## src/rtl/piso_shift_tx_pkg.sv

```systemverilog
// Shared constants for the serial register chain: FSM encodings and default
// line idle level, also used by the receive side.
package piso_shift_tx_pkg;

  typedef enum logic {
    ST_IDLE  = 1'b0,
    ST_SHIFT = 1'b1
  } state_e;

  localparam logic IDLE_LEVEL_DEFAULT = 1'b0;

endpackage

```

## src/rtl/piso_shift_tx_if.sv

```systemverilog
// Load handshake and serial output bundle of the PISO transmitter.
interface piso_shift_tx_if #(
  parameter int WIDTH = 8
);

  logic [WIDTH-1:0] data;
  logic             load_valid;
  logic             load_ready;
  logic             sdo;
  logic             frame;
  logic             bit_stb;
  logic             done;

  modport master (
    output data,
    output load_valid,
    input  load_ready,
    input  sdo,
    input  frame,
    input  bit_stb,
    input  done
  );

  modport slave (
    input  data,
    input  load_valid,
    output load_ready,
    output sdo,
    output frame,
    output bit_stb,
    output done
  );

endinterface

```

## src/rtl/piso_shift_tx_bit_rate_div.sv

```systemverilog
// Bit-period down-counter: tick is high in the last cycle of every bit period.
module bit_rate_div #(
  parameter int DIV = 1
) (
  input  logic clk,
  input  logic rst,
  input  logic restart,
  output logic tick
);

  localparam int            CW     = (DIV > 1) ? $clog2(DIV) : 1;
  localparam logic [CW-1:0] RELOAD = CW'(DIV - 1);

  logic [CW-1:0] cnt_q, cnt_d;

  // Parks at zero when not restarted, so it never wraps.
  always_comb begin
    cnt_d = cnt_q;
    if (restart) begin
      cnt_d = RELOAD;
    end else if (cnt_q != '0) begin
      cnt_d = cnt_q - CW'(1);
    end
  end

  always_ff @(posedge clk or posedge rst) begin
    if (rst) begin
      cnt_q <= '0;
    end else begin
      cnt_q <= cnt_d;
    end
  end

  assign tick = (cnt_q == '0);

endmodule

```

## src/rtl/piso_shift_tx.sv

```systemverilog
// Parallel-in serial-out transmitter with valid/ready load, programmable bit
// period and registered frame / bit-strobe / done outputs.
module piso_shift_tx
  import piso_shift_tx_pkg::*;
#(
  parameter int   WIDTH      = 8,
  parameter int   DIV        = 1,
  parameter int   MSB_FIRST  = 1,
  parameter logic IDLE_LEVEL = IDLE_LEVEL_DEFAULT
) (
  input logic             clk,
  input logic             rst,
  piso_shift_tx_if.slave  bus
);

  localparam int            BW       = $clog2(WIDTH);
  localparam logic [BW-1:0] BIT_LAST = BW'(WIDTH - 1);

  state_e           state_q, state_d;
  logic [WIDTH-1:0] shreg_q, shreg_d;
  logic [BW-1:0]    bit_cnt_q, bit_cnt_d;
  logic             sdo_q, sdo_d;
  logic             frame_q, frame_d;
  logic             bit_stb_q, bit_stb_d;
  logic             done_q, done_d;
  logic             restart;
  logic             tick;

  bit_rate_div #(
    .DIV (DIV)
  ) u_bit_rate_div (
    .clk     (clk),
    .rst     (rst),
    .restart (restart),
    .tick    (tick)
  );

  always_comb begin
    state_d   = state_q;
    shreg_d   = shreg_q;
    bit_cnt_d = bit_cnt_q;
    sdo_d     = sdo_q;
    frame_d   = frame_q;
    bit_stb_d = 1'b0;
    done_d    = 1'b0;
    restart   = 1'b0;

    case (state_q)
      ST_IDLE: begin
        if (bus.load_valid) begin
          state_d   = ST_SHIFT;
          shreg_d   = bus.data;
          sdo_d     = (MSB_FIRST != 0) ? bus.data[WIDTH-1] : bus.data[0];
          frame_d   = 1'b1;
          bit_stb_d = 1'b1;
          bit_cnt_d = BIT_LAST;
          restart   = 1'b1;
        end
      end
      ST_SHIFT: begin
        if (tick) begin
          if (bit_cnt_q != '0) begin
            // SDO is taken from the bit that becomes the head after the shift.
            if (MSB_FIRST != 0) begin
              shreg_d = {shreg_q[WIDTH-2:0], 1'b0};
              sdo_d   = shreg_q[WIDTH-2];
            end else begin
              shreg_d = {1'b0, shreg_q[WIDTH-1:1]};
              sdo_d   = shreg_q[1];
            end
            bit_stb_d = 1'b1;
            bit_cnt_d = bit_cnt_q - BW'(1);
            restart   = 1'b1;
          end else begin
            state_d = ST_IDLE;
            sdo_d   = IDLE_LEVEL;
            frame_d = 1'b0;
            done_d  = 1'b1;
          end
        end
      end
      default: state_d = ST_IDLE;
    endcase
  end

  always_ff @(posedge clk or posedge rst) begin
    if (rst) begin
      state_q   <= ST_IDLE;
      shreg_q   <= '0;
      bit_cnt_q <= '0;
      sdo_q     <= IDLE_LEVEL;
      frame_q   <= 1'b0;
      bit_stb_q <= 1'b0;
      done_q    <= 1'b0;
    end else begin
      state_q   <= state_d;
      shreg_q   <= shreg_d;
      bit_cnt_q <= bit_cnt_d;
      sdo_q     <= sdo_d;
      frame_q   <= frame_d;
      bit_stb_q <= bit_stb_d;
      done_q    <= done_d;
    end
  end

  assign bus.load_ready = (state_q == ST_IDLE);
  assign bus.sdo        = sdo_q;
  assign bus.frame      = frame_q;
  assign bus.bit_stb    = bit_stb_q;
  assign bus.done       = done_q;

endmodule

```

## src/flat_wrapper.sv

```systemverilog
// flat-port wrapper written by rule: the top's interface ports become plain ports
module piso_shift_tx_flat import piso_shift_tx_pkg::*;
#(
  parameter int   WIDTH      = 8,
  parameter int   DIV        = 1,
  parameter int   MSB_FIRST  = 1,
  parameter logic IDLE_LEVEL = IDLE_LEVEL_DEFAULT
)
  (clk, rst, bus_data, bus_load_valid, bus_load_ready, bus_sdo, bus_frame, bus_bit_stb, bus_done);
  piso_shift_tx_if #(.WIDTH(WIDTH)) bus_i ();
  input logic clk;
  input logic rst;
  input wire logic [$bits(bus_i.data)-1:0] bus_data;
  input wire logic [$bits(bus_i.load_valid)-1:0] bus_load_valid;
  output wire logic [$bits(bus_i.load_ready)-1:0] bus_load_ready;
  output wire logic [$bits(bus_i.sdo)-1:0] bus_sdo;
  output wire logic [$bits(bus_i.frame)-1:0] bus_frame;
  output wire logic [$bits(bus_i.bit_stb)-1:0] bus_bit_stb;
  output wire logic [$bits(bus_i.done)-1:0] bus_done;
  assign bus_i.data = bus_data;
  assign bus_i.load_valid = bus_load_valid;
  assign bus_load_ready = bus_i.load_ready;
  assign bus_sdo = bus_i.sdo;
  assign bus_frame = bus_i.frame;
  assign bus_bit_stb = bus_i.bit_stb;
  assign bus_done = bus_i.done;
  piso_shift_tx #(.WIDTH(WIDTH), .DIV(DIV), .MSB_FIRST(MSB_FIRST), .IDLE_LEVEL(IDLE_LEVEL)) u_core (.clk(clk), .rst(rst), .bus(bus_i));
endmodule
```

## config.mk

```make
export PLATFORM = sky130hd
export DESIGN_NAME = piso_shift_tx_flat
export DESIGN_NICKNAME = d
export VERILOG_FILES = /design/src/rtl/piso_shift_tx_pkg.sv /design/src/rtl/piso_shift_tx_if.sv /design/src/rtl/piso_shift_tx_bit_rate_div.sv /design/src/rtl/piso_shift_tx.sv /design/src/flat_wrapper.sv
export SDC_FILE = /design/constraint.sdc
export NUM_CORES = 1
export LEC_CHECK = 0
export CORE_MARGIN = 4
export CORE_UTILIZATION = 35
export CTS_BUF_LIST = sky130_fd_sc_hd__clkbuf_8
export CTS_CLUSTER_SIZE = 16
export DETAILED_ROUTE_END_ITERATION = 10
export GPL_TIMING_DRIVEN = 1
export HOLD_SLACK_MARGIN = 0.06
export PLACE_DENSITY = 0.57
export SYNTH_ARGS = -nofsm -noshare
export SYNTH_HDL_FRONTEND = slang
export SYNTH_HIERARCHICAL = 1
export SYNTH_SLANG_ARGS = --single-unit
```

## constraint.sdc

```tcl
create_clock -name clk -period 2.1 [get_ports clk]
set_clock_uncertainty 0.1 [all_clocks]
set_input_delay 0.63 -clock clk [delete_from_list [all_inputs] [get_ports clk]]
set_output_delay 0.63 -clock clk [all_outputs]
set_load 0.01 [all_outputs]
```

==> summary.md <==
| Metric | Value |
|---|---|
| Row cnt | 16 |
| Drt wl/cell | 12.7 µm |
| Final Slew Violations | 0 |
| Slowest stage cell, crit path | clkdlybuf4s50_1 |
| Crit path DAT | 1.14 ns |
| Via count | 509 |
| WP buf/inv | 1 |
| Vias per cell | 4.63 |
| Synth area leaders | dfrtp_1 (49%), mux2_4 (9.9%), mux2_2 (8.9%), inv_1 (3.5%), ha_1 (3.3%) |
| Crit path kind | flop to output pin |
| Kind of start point of the critical path | flop |
| Sequential area share after synthesis | 49.4% |
| Fmax | 534 MHz |
| Most common cell after layout, fill and taps aside | dfrtp_1 |
| Total gr overflow | 0 |
| Maximum number of pins on one net before global-route repair | 16 |
| Die width | 54.6 µm |
| Die ar. | 2980 µm² |
| Gp weighted congestion | 0.685 |
| DRT iter0 DRCs | 1 |
| Htree depth | 1 |
| # DRC | 0 |
| Synth Cell Area | 759 µm² |
| Drt pass-1 iters | 3 |
| Longest Clk Path Bufs | 2 |
| Detail Route Antenna Nets | 0 |
| Worst Path Required | 1.37 ns |
| Post-layout minimum cycle time | 1.87 ns |
| P&R area growth vs syn | 31.5% |
| Avg Cell Area, Syn | 12.2 µm² |
| Maximum fanout along the worst path | 3 |
| RSZ-0062 raised after global routing | no |
| Total CTS buffers | 3 |
| Final Net Count | 97 |
| Syn nets | 75 |
| EDFF count, synth | 0 |
| Crit path max-delay family | buffers and inverters |
| Max-Cap Viols | 0 |
| Largest stage delay, worst path | 0.54 ns |
| Root buffer cell | clkbuf_8 |
| Worst Hold Class | flop to flop |
| Initial antenna violation count | 0 |
| Worst path depth | 1 |
| WHS Path Cells | 1 |
| Most frequent cells in the layout | dfrtp_1 (15), clkdlybuf4s50_1 (14), inv_1 (8) |
| Slew margin rel. | 60.5% |
| Worst slew pin tran | 0.593 ns |
| Ys async rst share | 100% |
| Post-Route Utilization | 49.9% |
| Cells after Synth | 62 |
| Clk_lat worst skew | 0.24 ns |
| Pleak | 0.503 nW |
| Post-DP HPWL | 1060 µm |
| Initial core utilization | 37.9% |
| Core footprint | 2000 µm² |
| CTS tree | yes |
| Yosys warning total | 6 |
| Cts hold-fix bufs | 0 |
| Die Ht | 54.6 µm |
| Worst-path clk slew | 0.06 ns |
| Top cell type's share of synthesized area | 49.4% |
| Placed Cells | 106 |
| Setup_tns | 0 ns |
| Power Dens Cells | 1230 nW/µm² |
| GRT Util Overall | 11.3% |
| Share of cells above drive strength 1 | 25.3% |
| # IOs | 16 |
| First-pass GRT wire length | 2330 µm |
| Endpoints failing setup | 0 |
| Synth cell types | 24 |
| Port bufs | 15 |
| Crit-path cells | clkdlybuf4s50_1 |
| Top_reg_cell synth | dfrtp_1 |
| Final hold violation count | 0 |
| Worst Setup End Kind | output pin |
| Number of synthesized register bits | 15 |
| Final Non-Filler Cells | 110 |
| Inserted Diodes | 0 |
| R2r worst-path depth | 6 |
| Status | complete, no violations |
| Drt total wl | 1400 µm |
| Period utilisation layout | 89.3% |
| Yosys top cell by area | dfrtp_1 |
| Num Clock Sinks | 15 |
| Peak supply drop | 0.695 mV |
| Vias in the first global route | 538 |
[state kept, by name (all words and copies together) (netlist names)]
register / count
u_core/bus.bit_stb: 1
u_core/bit_cnt_q: 3
u_core/bus.done: 1
u_core/shreg_q: 7
u_core/state_q: 1
u_core/bus.frame: 1
u_core/bus.sdo: 1
[worst reg2reg max path, delay by kind of cell (launching register included)]
family	cells	cell delay, ns
and+or+nand+nor	1	0.14
buffers and inverters	2	0.25
adders and majority gates	1	0.21
DFF	1	0.34
muxes	1	0.30
AOI/OAI and AO/OA	1	0.15
[path summary, 6_finish.rpt]
check	slack, ns	from	endpoint
max reg2reg	0.51	u_core/bit_cnt_q[0]	u_core/shreg_q[5]
min	0.39	u_core/bit_cnt_q[0]	u_core/bit_cnt_q[0]
min reg2reg	0.39	u_core/bit_cnt_q[0]	u_core/bit_cnt_q[0]
max in group asynchronous	0.87	rst	u_core/bit_cnt_q[0]
min in group asynchronous	0.65	rst	u_core/shreg_q[3]
max	0.23	u_core/bus.frame	bus_frame
[cell usage after synthesis, types with 2 or more instances]
| cell type | number |
|---|---|
| dfrtp_1 | 15 |
| inv_1 | 7 |
| mux2_2 | 6 |
| mux2_4 | 5 |
| a21oi_1 | 3 |
| o21ai_0 | 3 |
| a2bb2oi_1 | 2 |
| buf_6 | 2 |
| ha_1 | 2 |
| nand3_1 | 2 |
| nor2_1 | 2 |
[layout make-up]
cell class | instances | area [µm²]
Clock buffer | 3 | 41.3
Clock inverter | 1 | 3.75
Fill cell | 199 | 1000
Inverter | 7 | 26.3
Multi-Input combinational cell | 37 | 328
Sequential cell | 15 | 375
Tap cell | 27 | 33.8
Timing Repair Buffer | 20 | 190
[cell families after synthesis]
kind of cell / after synthesis / synth area share, %
AO/OA/AOI/OAI: 11 / 10.0
adder cells (fa/ha/maj): 2 / 3.29
buffers and inverters: 10 / 7.41
flip-flops: 15 / 49.4
multiplexers: 13 / 21.6
other: 1 / 0.494
AND/OR/NAND/NOR: 10 / 7.74
[stage by stage]
stage	power [W]	hold WS (ns)	setup WS (ns)	cell area [µm²]
finish	0.00123	0.390	0.226	998
global route	0.00133	0.423	0.176	998
detailed placement	0.00102	0.379	0.0422	951
floorplan	0.000848	0.364	0.575	759
global placement	0.00101	0.376	0.0462	951
CTS	0.00125	0.393	0.0315	996
[power breakdown]
group          internal, W  switching (W)
clock network     0.000129      0.0000958
logic             0.000334       0.000217
registers         0.000396      0.0000584
total             0.000859       0.000372
[what timing repair did]
action | CTS | global route
resized for setup | 0 | 1
buffers inserted | 0 | 0
endpoints found under the hold margin | 0 | 0
setup endpoints to repair | 0 | 1
[layer usage]
metal	track usage (%)	wire (µm)	part of all wire, %
met4	3.73	0	0
met5	0	0	0
met2	18.9	700	50
met3	4.90	98	7.0
met1	12.8	598	43
Note: power is estimated with default switching activity, not from simulation.
